## src/rtl/alu_seq_pkg.sv

```systemverilog
// Shared types and constants for the ALU instruction sequencer.
// Holds the state encodings, ALU op codes and default register/op masks.
package alu_seq_pkg;

  typedef enum logic [2:0] {
    S_IDLE = 3'd0,
    S_IN1  = 3'd1,
    S_IN2  = 3'd2,
    S_EVAL = 3'd3,
    S_WB   = 3'd4,
    S_DONE = 3'd5,
    S_ERR  = 3'd6
  } state_t;

  localparam logic [2:0] OP_ADD = 3'd0;
  localparam logic [2:0] OP_SUB = 3'd1;
  localparam logic [2:0] OP_AND = 3'd2;
  localparam logic [2:0] OP_OR  = 3'd3;
  localparam logic [2:0] OP_XOR = 3'd4;
  localparam logic [2:0] OP_SHL = 3'd5;
  localparam logic [2:0] OP_SHR = 3'd6;
  localparam logic [2:0] OP_CMP = 3'd7;

  // P0 (highest index) is read-only; CMP only updates flags.
  localparam logic [4:0] DEF_WP_MASK   = 5'b10000;
  localparam logic [7:0] DEF_NOWB_MASK = 8'b1000_0000;

endpackage

```

## src/rtl/onehot_dec.sv

```systemverilog
// Index-to-one-hot decoder with enable; all zeros when disabled.
module onehot_dec #(
  parameter int N = 5,
  parameter int W = 3
) (
  input  logic [W-1:0] idx,
  input  logic         en,
  output logic [N-1:0] onehot
);

  for (genvar k = 0; k < N; k++) begin : g_bit
    assign onehot[k] = en && (idx == W'(k));
  end

endmodule

```

## src/rtl/alu_seq_fsm.sv

```systemverilog
// Sequences one "op Ri Rj" instruction through register reads, ALU eval and
// writeback, rejecting out-of-range or write-protected destinations.
module alu_seq_fsm
  import alu_seq_pkg::*;
#(
  parameter int                      NUM_REGS  = 5,
  parameter int                      SEL_W     = 3,
  parameter int                      OP_W      = 3,
  parameter logic [NUM_REGS-1:0]     WP_MASK   = 5'b10000,
  parameter logic [(1<<OP_W)-1:0]    NOWB_MASK = 8'b1000_0000
) (
  input  logic                clk,
  input  logic                reset_n,
  input  logic                start,
  input  logic [3:0]          opCode,
  input  logic [SEL_W-1:0]    Ri,
  input  logic [SEL_W-1:0]    Rj,
  output logic [NUM_REGS-1:0] reg_read,
  output logic [NUM_REGS-1:0] reg_write,
  output logic [OP_W-1:0]     ALU_opControl,
  output logic                ALU_alu_out_en,
  output logic                ALU_writeIN1,
  output logic                ALU_writeIN2,
  output logic                ALU_read,
  output logic                busy,
  output logic                done,
  output logic                err,
  output state_t              state_dbg
);

  // Handshake: an instruction is accepted on a rising edge where start=1 and
  // the FSM is in IDLE; done (with err on rejection) pulses one cycle before
  // the FSM returns to IDLE, and start is ignored in every other state.

  state_t            state_q, state_d;
  logic [OP_W-1:0]   op_q;
  logic [SEL_W-1:0]  ri_q, rj_q;
  logic              wb_q;

  logic              accept;
  logic              idx_bad;
  logic              wb_need;
  logic              wp_hit;
  logic              rd_en, wr_en;
  logic [SEL_W-1:0]  rd_idx;
  logic              unused_bits;

  assign accept      = (state_q == S_IDLE) && start;
  assign idx_bad     = (32'(Ri) >= 32'(NUM_REGS)) || (32'(Rj) >= 32'(NUM_REGS));
  assign wb_need     = ~NOWB_MASK[opCode[OP_W-1:0]];
  assign unused_bits = &{1'b0, opCode};

  always_comb begin
    wp_hit = 1'b0;
    for (int k = 0; k < NUM_REGS; k++) begin
      if (Ri == SEL_W'(k)) wp_hit = WP_MASK[k];
    end
  end

  always_ff @(posedge clk or negedge reset_n) begin
    if (!reset_n) begin
      state_q <= S_IDLE;
      op_q    <= '0;
      ri_q    <= '0;
      rj_q    <= '0;
      wb_q    <= 1'b0;
    end else begin
      state_q <= state_d;
      if (accept) begin
        op_q <= opCode[OP_W-1:0];
        ri_q <= Ri;
        rj_q <= Rj;
        wb_q <= wb_need;
      end
    end
  end

  always_comb begin
    state_d        = S_IDLE;
    rd_en          = 1'b0;
    wr_en          = 1'b0;
    rd_idx         = ri_q;
    ALU_opControl  = '0;
    ALU_alu_out_en = 1'b0;
    ALU_writeIN1   = 1'b0;
    ALU_writeIN2   = 1'b0;
    ALU_read       = 1'b0;
    busy           = 1'b0;
    done           = 1'b0;
    err            = 1'b0;
    case (state_q)
      S_IDLE: begin
        if (start) state_d = (idx_bad || (wb_need && wp_hit)) ? S_ERR : S_IN1;
      end
      S_IN1: begin
        busy         = 1'b1;
        rd_en        = 1'b1;
        ALU_writeIN1 = 1'b1;
        state_d      = S_IN2;
      end
      S_IN2: begin
        busy         = 1'b1;
        rd_en        = 1'b1;
        rd_idx       = rj_q;
        ALU_writeIN2 = 1'b1;
        state_d      = S_EVAL;
      end
      S_EVAL: begin
        busy           = 1'b1;
        ALU_alu_out_en = 1'b1;
        ALU_opControl  = op_q;
        state_d        = wb_q ? S_WB : S_DONE;
      end
      S_WB: begin
        busy     = 1'b1;
        wr_en    = 1'b1;
        ALU_read = 1'b1;
        state_d  = S_DONE;
      end
      S_DONE: begin
        busy = 1'b1;
        done = 1'b1;
      end
      S_ERR: begin
        busy = 1'b1;
        done = 1'b1;
        err  = 1'b1;
      end
      default: state_d = S_IDLE;
    endcase
  end

  assign state_dbg = state_q;

  onehot_dec #(.N(NUM_REGS), .W(SEL_W)) u_rd_dec (
    .idx    (rd_idx),
    .en     (rd_en),
    .onehot (reg_read)
  );

  onehot_dec #(.N(NUM_REGS), .W(SEL_W)) u_wr_dec (
    .idx    (ri_q),
    .en     (wr_en),
    .onehot (reg_write)
  );

endmodule
```

## config.mk

```make
export PLATFORM = sky130hd
export DESIGN_NAME = alu_seq_fsm
export DESIGN_NICKNAME = d
export VERILOG_FILES = /design/src/rtl/alu_seq_pkg.sv /design/src/rtl/onehot_dec.sv /design/src/rtl/alu_seq_fsm.sv
export SDC_FILE = /design/constraint.sdc
export NUM_CORES = 1
export LEC_CHECK = 0
export BUFFER_PORTS_ARGS = -buffer_cell sky130_fd_sc_hd__buf_2
export CAP_MARGIN = 20
export CORE_UTILIZATION = 45
export DETAILED_ROUTE_END_ITERATION = 10
export PLACE_DENSITY = 0.76
export SYNTH_ARGS = -nofsm -noshare
export SYNTH_HDL_FRONTEND = slang
export SYNTH_SLANG_ARGS = --single-unit
export TNS_END_PERCENT = 100
```

## constraint.sdc

```tcl
create_clock -name clk -period 2.3 [get_ports clk]
set_input_delay 0.23 -clock clk [delete_from_list [all_inputs] [get_ports clk]]
set_output_delay 0.23 -clock clk [all_outputs]
set_load 0.02 [all_outputs]
```

After elaboration in Yosys (flattened, before gate mapping) --
Memory sizes are Yosys's and may differ from the RTL's. Cells that the tools add are included.
Word-level totals: flip-flop bits (word level) 13, ROM bits 8, bits of input ports 13, output and inout bits 23, word-level logic and storage cells 61, memories 1
Operators by class: magnitude comparators 3, eq/ne operators 15, mux-type cells 16, bitwise gates (word level) 1, reduce and logical (&&, ||, !) cells 20
Memory list:
- (name not given) | words 8, width 1, rd ports 1, clocked after memory_dff 0, wr ports 0, line alu_seq_fsm.sv:50 | assign wb_need = ~NOWB_MASK[opCode[OP_W-1:0]];
Operator list (number):
- $eq A3 B2 Y1 const B | 6
- $eq A3 B3 Y1 const B | 6
- $pmux W3 S5 | 1
- $logic_and A1 B1 Y1 | 12
- $mux W3 | 4
- $mux W1 | 11
- $eq A3 B1 Y1 const B | 3
- $logic_not A3 Y1 | 3
- $ge A3 B3 Y1 const B | 2
- $reduce_or A6 Y1 | 1
- $lt A3 B4 Y1 const B | 1
- $reduce_or A2 Y1 | 2
- $logic_or A1 B1 Y1 | 2
- $not A1 Y1 | 1

Depth between registers and ports, before layout --
Gate-level depths: netlist of run 1.
word-level depth 8, depth in mapped cells 5, depth with buffers taken out 4

Modules after synthesis --
A second synthesis of run 1 with hierarchy kept.
Second synthesis, totals: cells, all modules 68, area, all modules 829.5 µm²
Modules (own cells, without submodules):
- alu_seq_fsm | instances 1, cells each 58, area an instance 701.9 µm², sequential area each 325.3 µm²
- onehot_dec | instances 2, cells each 5, area an instance 63.8 µm², sequential area each 0.0 µm²

Worst setup path before layout of run 1 --
No wires, ideal clock.
path kind flip-flop to output port, start register state_q[2] (netlist: state_dbg[2]), end output port reg_write[2], arrival time 2.209 ns, required time 2.070 ns, path slack -0.139 ns, cell stages (with the launch flop) 5, buffers on the path 1, path through dfrtp_1 clkbuf_2 nor3b_1 nand2b_1 nor3b_1
On the way: longest elaborated chain between the ends 3
Ends and longest elaborated chain:
- start: declaration | line alu_seq_fsm.sv:35 | state_t state_q, state_d;
- start signal: assignment | line alu_seq_fsm.sv:68 | state_q <= state_d;
- $eq A3 B3 Y1
- $mux W1
- net ALU_read | line alu_seq_fsm.sv:24 | output logic ALU_read,
- $logic_and A1 B1 Y1 | line onehot_dec.sv:12 | assign onehot[k] = en && (idx == W'(k));
- end: declaration | line alu_seq_fsm.sv:19 | output logic [NUM_REGS-1:0] reg_write,
The timed path passes the listed nets, and every way through them passes these cells.

Final worst setup path of run 1 --
start register state_q[2] (netlist: state_dbg[2]), end output port reg_read[1]
On the way: longest elaborated chain between the ends 4, elaborated cells on any way between the ends 7, classes of those cells 3 x eq/ne; 2 x mux; 2 x reduce/logical
Ends and longest elaborated chain:
- $eq A3 B2 Y1 / $eq A3 B1 Y1 (equally long branches) | line alu_seq_fsm.sv:91 | case (state_q)
- $mux W3 / $reduce_or A2 Y1 (equally long branches)
- $eq A3 B1 Y1 / $mux W1 (equally long branches) | line onehot_dec.sv:12, alu_seq_fsm.sv:91
- $logic_and A1 B1 Y1 * | line onehot_dec.sv:12
- end: declaration | line alu_seq_fsm.sv:18 | output logic [NUM_REGS-1:0] reg_read,
Every way passes the cells marked *; elsewhere a longest branch is shown, timed or not.

==> impl_metrics.json, run 1 <==
{
  "htreeDepth": 1,
  "pwr-share-clk_pct": 9.8,
  "clock-sinks": 13,
  "vias": 783,
  "syn_area_um2": 817,
  "drive_gt1_share_pct": 45.0,
  "synth_area_per_cell_um2": 9.61,
  "setup_violations": 0,
  "io_buffers": 34,
  "layout_min_cycle_time_ns": 2.12,
  "cp_slowest_cell": "dfrtp_2",
  "grt_pass1_vias": 675,
  "synth.area.top_cells": "dfrtp_1 (40%), mux2_2 (14%), nor3b_1 (7.4%)",
  "swShare_pct": 45.8,
  "synth_top_area_cell": "dfrtp_1",
  "critPathRequiredTime_ns": 2.07,
  "synthSimpleGateAreaFrac_pct": 29.9,
  "initialDrtViolationCount": 6,
  "antenna_left": 0,
  "p_int_w": 0.000772,
  "die_width_um": 44.6,
  "rsz0062_at_grt": "no",
  "tightest_slew_ns": 0.356,
  "crit_path_end_kind": "output pin",
  "grt_pass1_wl_um": 2990,
  "clkTransAtPathRegs_ns": 0.08,
  "chipHeight_um": 44.6,
  "synthMuxAreaShare_pct": 13.8,
  "pwr-share-comb_pct": 56.0,
  "status": "complete, no violations",
  "synthAdderAreaFrac_pct": 0,
  "max_freq_ghz": 0.473,
  "wl_per_cell_um": 12.7,
  "clk_path_buf_depth": 2,
  "die_area_um2": 1990,
  "synth_xor_area_share_pct": 1.07,
  "async_flop_share_pct": 100,
  "crit_family": "simple AND/OR/NAND/NOR gates",
  "grt.busiest_layer": "met2",
  "place_area_um2": 1020,
  "ys_ff_latch": 13,
  "seq_power_share_pct": 34.2,
  "maxCapViolCount": 0,
  "core_um2": 1710,
  "ios": 36,
  "finalCritPeriodShare_pct": 92.0,
  "cts_root_buf": "clkbuf_4",
  "maxSlewViolCount": 0,
  "synth_nets": 98,
  "grt_max_degree": 15,
  "synth_edf_count": 0,
  "syn-instance-count": 85,
  "overflow": 0,
  "cts_buffers": 3,
  "synth_compound_area_share_pct": 10.7,
  "ys_warn_count": 0,
  "viasPerCell": 5.40,
  "firstDrtPassIters": 4,
  "cp_slowest_stage_delay_ns": 0.48,
  "antenna_found_initial": 0,
  "fill_cells": 152,
  "hp-class": "in -> reg",
  "arrival_ns": 1.89,
  "peakVddDrop_mv": 0.656,
  "grt_use_total_pct": 21.1,
  "routabilityCongestion": 0.779,
  "skew_ns": 0.00332,
  "drc": 0,
  "cp_num_buf_inv": 2,
  "start_util_pct": 47.8,
  "final_cell_area_um2": 1060,
  "worstSetupStartpointType": "flip-flop",
  "clock_latency_ns": 0.28,
  "hold_viol_final": 0,
  "p_per_area_nw_per_um2": 1340,
  "grt.met1_usage_pct": 26.2,
  "use_met2_pct": 34.7,
  "cts_tree": "yes",
  "synth_top_area_share_pct": 39.8,
  "dp_hpwl_um": 1360,
  "num_antenna_cells": 0,
  "synthToLayoutAreaGrowth_pct": 29.7,
  "setup_tns_ns": 0,
  "totalWireLength_um": 1840,
  "grt.met3_usage_pct": 2.45,
  "critPathKind": "reg -> out",
  "ys_seq_area_share_pct": 39.8,
  "switching_power_w": 0.000653,
  "relSlewSlack_pct": 76.1,
  "synth_ff_type": "dfrtp_1",
  "cp_max_fo": 13,
  "synth_cell_type_count": 27,
  "finalNetCount": 134,
  "placementRows": 15,
  "leakage_nw": 0.512,
  "synth_top_family_by_area": "simple AND/OR/NAND/NOR gates",
  "crit_chain": "or3b_1, inv_1, nand3b_1, a21oi_1, buf_2"
}
cells in the mapped netlist (2+ instances only):
master,instances
nand3b_1,6
and3b_1,2
inv_1,2
mux2_2,10
nor3b_1,8
nor2_1,5
dfrtp_1,13
or3_1,2
o21ai_0,2
and3_1,2
and2_1,4
a21oi_1,6
clkbuf_1,4
o21a_1,2
nor3_1,2
nand3_1,3
o21bai_1,2
registers in the layout, summed over array words and instances, names as in the netlist:
register,flops
state_dbg,3
ri_q,3
op_q,3
wb_q,1
rj_q,3
worst paths after layout:
check | startpoint | end | slack, ns | cells after the start
hold / removal | opCode[1] | op_q[1]$_DFFE_PN0P_ | 0.20 | 2
setup reg to reg | state_dbg[1]$_DFF_PN0_ | rj_q[2]$_DFFE_PN0P_ | 0.78 | 4
max in group asynchronous | reset_n | state_dbg[2]$_DFF_PN0_ | 1.69 | 2
setup / recovery | state_dbg[2]$_DFF_PN0_ | reg_read[1] | 0.18 | 5
min in group asynchronous | reset_n | rj_q[2]$_DFFE_PN0P_ | 0.36 | 2
hold reg to reg | op_q[0]$_DFFE_PN0P_ | op_q[0]$_DFFE_PN0P_ | 0.50 | 1
routing by layer:
metal / routed length [µm] / up-vias
met1: 825 / 374
met3: 91 / 3
li1: - / 378
met5: 0 / -
met4: 31 / 0
met2: 894 / 28
cells by family after synthesis:
logic type	after synthesis
AO/OA/AOI/OAI	14
XOR/XNOR	1
buffers and inverters	9
flip-flops	13
multiplexers	10
AND/OR/NAND/NOR	38
area by class of cell:
type	count	area [µm²]	area share (%)
repair buffers	38	203	19.1
inverters	2	7.51	0.708
clock buffers	3	22.5	2.13
multi-input cells	63	464	43.8
flip-flops and latches	13	327	30.8
clock inverters	1	5.00	0.472
well taps	25	31.3	2.95
placed cells by master, fill, tap and decap left out:
cell type       n
buf_2          34
dfrtp_1        12
mux2_2         10
nor3b_1         7
a21oi_1         6
nand3b_1        6
nor2_1          5
and2_1          4
nand3_1         3
clkbuf_4        3
buf_4           3
inv_1           2
o21a_1          2
o21ai_0         2
and3b_1         2
and3_1          2
nor3_1          2
or3_1           2
o21bai_1        2
nor3b_2         1
nor4b_2         1
a211oi_1        1
or3b_1          1
xor2_1          1
a221o_1         1
nand2b_1        1
nand2_1         1
clkinv_2        1
dlygate4sd3_1   1
dfrtp_2         1
power groups by stage:
stage / Clock [W] / Sequential, W / Combinational [W]
2_1_floorplan: 0 / 0.000450 / 0.000600
3_5_place_dp: 0 / 0.000485 / 0.000799
6_report: 0.000140 / 0.000487 / 0.000798
3_3_place_gp: 0 / 0.000476 / 0.000773
5_1_grt: 0.000162 / 0.000511 / 0.000873
4_1_cts: 0.000149 / 0.000480 / 0.000803
what timing repair did:
action	CTS	global route
resized for setup	0	1
setup buffers	0	0
endpoints found under the setup margin	0	1
endpoints found under the hold margin	13	0
hold buffers	1	0
per-stage QoR:
step / worst slack [ns] / hold WS (ns) / utilization, % / instances / total power [W]
after global routing: 0.0480 / 0.184 / 62.1 / 145 / 0.00155
after CTS: 0.135 / 0.183 / 62.0 / 145 / 0.00143
final: 0.184 / 0.196 / 62.1 / 145 / 0.00143
after floorplan: 0.199 / -0.0656 / - / 85 / 0.00105
after global placement: 0.502 / 0.129 / 59.8 / 140 / 0.00125
after detailed placement: 0.456 / 0.129 / 59.8 / 140 / 0.00128
worst register-to-register path, cell delays in order (launching register included):
cell     delay [ns]
dfrtp_1        0.38
buf_4          0.18
nor4b_2        0.27
buf_4          0.23
mux2_2         0.36
Power figures use the tool's default switching activity.
==> inputs of run 2 (changes only) <==
--- a/config.mk
+++ b/config.mk
@@ -5,11 +5,12 @@
 export SDC_FILE = /design/constraint.sdc
 export NUM_CORES = 1
 export LEC_CHECK = 0
-export BUFFER_PORTS_ARGS = -buffer_cell sky130_fd_sc_hd__buf_2
 export CAP_MARGIN = 20
-export CORE_UTILIZATION = 45
+export CORE_UTILIZATION = 51
 export DETAILED_ROUTE_END_ITERATION = 10
-export PLACE_DENSITY = 0.76
+export DONT_BUFFER_PORTS = 1
+export HOLD_SLACK_MARGIN = 0.08
+export PLACE_DENSITY = 0.65
 export SYNTH_ARGS = -nofsm -noshare
 export SYNTH_HDL_FRONTEND = slang
 export SYNTH_SLANG_ARGS = --single-unit
==> run 2 against run 1 <==
Effect of this change: power decreased by 2.7%; maximum frequency increased by 2.1%; flip-flop and latch count unchanged; non-clock buffer count decreased by 22; clock skew decreased by 0.0028 ns; largest cell class unchanged; highest routed layer is now met3; setup slack improved by 0.044 ns.
==> impl_metrics.json, run 2 (same netlist as run 1, synthesis figures left out) <==
{
  "status": "complete, no violations",
  "die_area_um2": 1770,
  "arrival_ns": 1.84,
  "dp_hpwl_um": 1250,
  "grt_use_total_pct": 21.6,
  "io_buffers": 0,
  "relSlewSlack_pct": 61.7,
  "chipHeight_um": 42.0,
  "drc": 0,
  "die_width_um": 42.0,
  "cts_tree": "yes",
  "antenna_found_initial": 0,
  "cp_slowest_stage_delay_ns": 0.47,
  "totalWireLength_um": 1690,
  "htreeDepth": 1,
  "p_per_area_nw_per_um2": 1430,
  "core_um2": 1510,
  "clkTransAtPathRegs_ns": 0.08,
  "firstDrtPassIters": 2,
  "overflow": 0,
  "rsz0062_at_grt": "no",
  "skew_ns": 0.000564,
  "peakVddDrop_mv": 0.851,
  "leakage_nw": 0.414,
  "dpl.cell_count": 109,
  "wl_per_cell_um": 14.8,
  "final_cell_mix": "buf_4 (15), dfrtp_1 (13), mux2_2 (10)",
  "critPathKind": "reg -> out",
  "grt_pass1_vias": 713,
  "setup_violations": 0,
  "power_w": 0.00139,
  "crit_chain": "or3b_1, or3_1, a21oi_1, buf_4",
  "ios": 36,
  "start_util_pct": 54.2,
  "multi_input_comb_area_um2": 464,
  "layout_min_cycle_time_ns": 2.07,
  "finalNetCount": 112,
  "routabilityCongestion": 0.749,
  "maxSlewViolCount": 0,
  "place_area_um2": 930,
  "clk_path_buf_depth": 2,
  "instances_no_fill": 114,
  "max_freq_ghz": 0.483,
  "maxCapViolCount": 0,
  "ff_latch_area_um2": 325,
  "worstSetupStartpointType": "flip-flop",
  "final_common_cell": "buf_4",
  "finalCritPeriodShare_pct": 90.1,
  "grt_max_degree": 15,
  "clock_latency_ns": 0.27,
  "critPathRequiredTime_ns": 2.07,
  "hold_viol_final": 0,
  "cp_max_fo": 6,
  "tightest_slew_ns": 0.573,
  "vias": 679,
  "crit_path_end_kind": "output pin",
  "grt_pass1_wl_um": 3010,
  "viasPerCell": 5.96,
  "cp_slowest_cell": "dfrtp_1",
  "num_antenna_cells": 0,
  "clock-sinks": 13,
  "final_cell_area_um2": 967,
  "initialDrtViolationCount": 8,
  "fill_cells": 140,
  "drive_gt1_share_pct": 31.6,
  "antenna_left": 0,
  "hp-class": "in -> reg",
  "cts_root_buf": "clkbuf_4",
  "cp_num_buf_inv": 1,
  "cts_buffers": 3,
  "synthToLayoutAreaGrowth_pct": 18.4,
  "crit_family": "simple AND/OR/NAND/NOR gates",
  "placementRows": 14,
  "setup_tns_ns": 0
}
run 2: cell types whose count changed in the layout (fill, tap and decap cells not counted), sizes merged:
| cell | change |
|---|---|
| buf | -22 |
run 2: worst paths after layout:
path | start | end | slack, ns | cells after the start
min | opCode[1] | op_q[1]$_DFFE_PN0P_ | 0.11 | 1
max in group asynchronous | reset_n | state_dbg[1]$_DFF_PN0_ | 1.54 | 1
min in group asynchronous | reset_n | state_dbg[0]$_DFF_PN0_ | 0.39 | 1
min reg2reg | op_q[1]$_DFFE_PN0P_ | op_q[1]$_DFFE_PN0P_ | 0.50 | 1
max reg2reg | state_dbg[1]$_DFF_PN0_ | rj_q[2]$_DFFE_PN0P_ | 0.62 | 4
max | state_dbg[1]$_DFF_PN0_ | reg_read[0] | 0.23 | 4
run 2: routing by layer:
metal | routed length [µm] | share of wire (%) | GRT usage [%]
met1 | 758 | 45 | 29.4
met2 | 844 | 50 | 35.3
met3 | 86 | 5.1 | 2.59
met4 | 0 | 0 | 8.75
met5 | 0 | 0 | 0
run 2: area by class of cell:
| type | instances | area share (%) |
|---|---|---|
| flip-flops and latches | 13 | 33.6 |
| inverters | 2 | 0.776 |
| clock buffers | 3 | 2.33 |
| multi-input cells | 63 | 48.0 |
| well taps | 16 | 2.07 |
| clock inverters | 1 | 0.517 |
| repair buffers | 16 | 12.7 |
run 2: repair_timing:
item	in CTS	in global routing
hold endpoints to repair	13	0
buffers inserted	0	0
gates resized for setup	0	0
hold buffers	1	0
setup endpoints to repair	0	0
run 2: power by group:
group / internal [W] / switching (W) / total, W
Combinational: 0.000348 / 0.000422 / 0.000771
Sequential: 0.000344 / 0.000137 / 0.000481
Clock: 0.0000643 / 0.0000710 / 0.000135
run 2: metrics by stage:
stage	util, %	worst slack [ns]	hold slack, ns
after floorplan	-	0.199	-0.0656
after global placement	61.7	0.548	-0.0654
after detailed placement	61.7	0.525	-0.0654
after CTS	64.2	0.216	0.0965
after global routing	64.2	0.0961	0.0940
final	64.2	0.228	0.107
==> inputs of run 3 (changes only) <==
--- a/config.mk
+++ b/config.mk
@@ -11,6 +11,7 @@
 export DONT_BUFFER_PORTS = 1
 export HOLD_SLACK_MARGIN = 0.08
 export PLACE_DENSITY = 0.65
+export REMOVE_ABC_BUFFERS = 1
 export SYNTH_ARGS = -nofsm -noshare
 export SYNTH_HDL_FRONTEND = slang
 export SYNTH_SLANG_ARGS = --single-unit
==> run 3 against run 2 <==
Effect of this change: global-route usage shrank 0.62 points; critical path depth is the same; clock skew rose by 0.0083 ns; first-iteration DRC count down 25%; flip-flop and latch count is the same; clock-buffer cell count is 1 higher; combinational power shrank 0.5%.
==> impl_metrics.json, run 3 (same netlist as run 1, synthesis figures left out) <==
{
  "final_cell_mix": "buf_4 (16), dfrtp_1 (13), mux2_2 (10)",
  "p_per_area_nw_per_um2": 1430,
  "htreeDepth": 1,
  "viasPerCell": 5.96,
  "status": "complete, no violations",
  "finalNetCount": 113,
  "layout_min_cycle_time_ns": 2.05,
  "cts_root_buf": "clkbuf_4",
  "finalCritPeriodShare_pct": 89.1,
  "leakage_nw": 0.415,
  "arrival_ns": 1.82,
  "start_util_pct": 54.2,
  "holdCritStartpoint": "Ri[1]",
  "initialDrtViolationCount": 6,
  "dpl.cell_count": 110,
  "maxCapViolCount": 0,
  "cp_slowest_stage_delay_ns": 0.48,
  "clkTransAtPathRegs_ns": 0.08,
  "relSlewSlack_pct": 61.5,
  "clock_latency_ns": 0.27,
  "chipHeight_um": 42.0,
  "cp_slowest_cell": "dfrtp_1",
  "maxSlewViolCount": 0,
  "hold_end": "ri_q[1]$_DFFE_PN0P_",
  "hp-class": "in -> reg",
  "place_area_um2": 932,
  "core_um2": 1510,
  "grt_pass1_wl_um": 2880,
  "firstDrtPassIters": 4,
  "min_path_cells": 1,
  "worstSetupStartpointType": "flip-flop",
  "critPathKind": "reg -> out",
  "max_freq_ghz": 0.488,
  "hold_viol_final": 0,
  "crit_chain": "or3b_1, or3_1, a21oi_1, buf_4",
  "grt_max_degree": 15,
  "placementRows": 14,
  "rsz0062_at_grt": "no",
  "ff_latch_area_um2": 325,
  "multi_input_comb_area_um2": 459,
  "peakVddDrop_mv": 0.819,
  "die_area_um2": 1770,
  "reg2regPathDepth": 4,
  "reg2reg_to": "op_q[0]$_DFFE_PN0P_",
  "clk_path_buf_depth": 2,
  "whs_ns": 0.106,
  "critPathRequiredTime_ns": 2.07,
  "num_antenna_cells": 0,
  "antenna_found_initial": 0,
  "setup_violations": 0,
  "wl_per_cell_um": 14.7,
  "drive_gt1_share_pct": 30.3,
  "routabilityCongestion": 0.760,
  "clock-sinks": 13,
  "grt_pass1_vias": 677,
  "crit_path_end_kind": "output pin",
  "final_cell_area_um2": 968,
  "cts_buffers": 3,
  "cp_max_fo": 6,
  "cts_tree": "yes",
  "r2r_setup_slack_ns": 0.65,
  "dp_hpwl_um": 1250,
  "tightest_slew_ns": 0.576,
  "antenna_left": 0,
  "cts_resized": 0,
  "grt_use_total_pct": 21.0,
  "regToRegStartpoint": "state_dbg[1]$_DFF_PN0_",
  "totalWireLength_um": 1690,
  "io_buffers": 0,
  "drc": 0,
  "skew_ns": 0.00886,
  "ios": 36,
  "die_width_um": 42.0,
  "overflow": 0,
  "fill_cells": 135,
  "final_common_cell": "buf_4",
  "vias": 685,
  "synthToLayoutAreaGrowth_pct": 18.5,
  "instances_no_fill": 115
}
[run 3: cell count changes in the layout (fill, tap and decap cells not counted)]
| cell | delta |
|---|---|
| nor3b_2 | -1 |
| nor3b_1 | +1 |
| clkinv_2 | -1 |
| clkbuf_1 | +1 |
| buf_4 | +1 |
[run 3: worst max-delay path by stage]
stage | startpoint | to | slack (ns) | depth (start not counted)
2_1_floorplan | state_dbg[1]$_DFF_PN0_ | op_q[0]$_DFFE_PN0P_ | -0.18 | 2
3_3_place_gp | state_dbg[1]$_DFF_PN0_ | reg_read[0] | 0.55 | 4
3_5_place_dp | state_dbg[1]$_DFF_PN0_ | reg_read[0] | 0.53 | 4
4_1_cts | state_dbg[1]$_DFF_PN0_ | reg_read[0] | 0.23 | 4
5_1_grt | state_dbg[1]$_DFF_PN0_ | reg_read[0] | 0.13 | 4
6_report | state_dbg[1]$_DFF_PN0_ | reg_read[0] | 0.25 | 4
[run 3: metrics by stage]
step           utilization (%)  setup TNS (ns)  worst slack (ns)  total power, W
2_1_floorplan                -           -1.93            -0.176         0.00101
3_3_place_gp              61.9               0             0.545         0.00122
3_5_place_dp              61.9               0             0.528         0.00125
4_1_cts                   64.3               0             0.231         0.00139
5_1_grt                   64.3               0             0.130         0.00149
6_report                  64.3               0             0.252         0.00139
[run 3: worst max-delay path: cells and delay by family (launching register included)]
family	cells	cell delay [ns]
AND/OR/NAND/NOR	2	0.79
flip-flops	1	0.48
buffers and inverters	1	0.15
AO/OA/AOI/OAI	1	0.13
[run 3: metal layers]
layer  share of wire (%)  GRT usage (%)  vias up
li1                    -              -      334
met1                  44           26.4      328
met4                 1.5           9.38        0
met2                  50           36.9       19
met5                   0              0        -
met3                 4.6           1.72        4
[run 3: power by group]
part	switching, W	internal [W]	total [W]
clock network	0.0000697	0.0000669	0.000137
registers	0.000138	0.000344	0.000482
logic	0.000419	0.000348	0.000767
total	0.000627	0.000759	0.00139
[run 3: area by class of cell]
cell class	count	area share, %
clock buffers	4	2.71
inverters	2	0.775
multi-input cells	63	47.4
flip-flops and latches	13	33.6
well taps	16	2.07
repair buffers	17	13.4
[run 3: what timing repair did]
action | 4_1_cts | 5_1_grt
hold endpoints to repair | 13 | 0
hold buffers | 1 | 0
setup buffers | 0 | 0
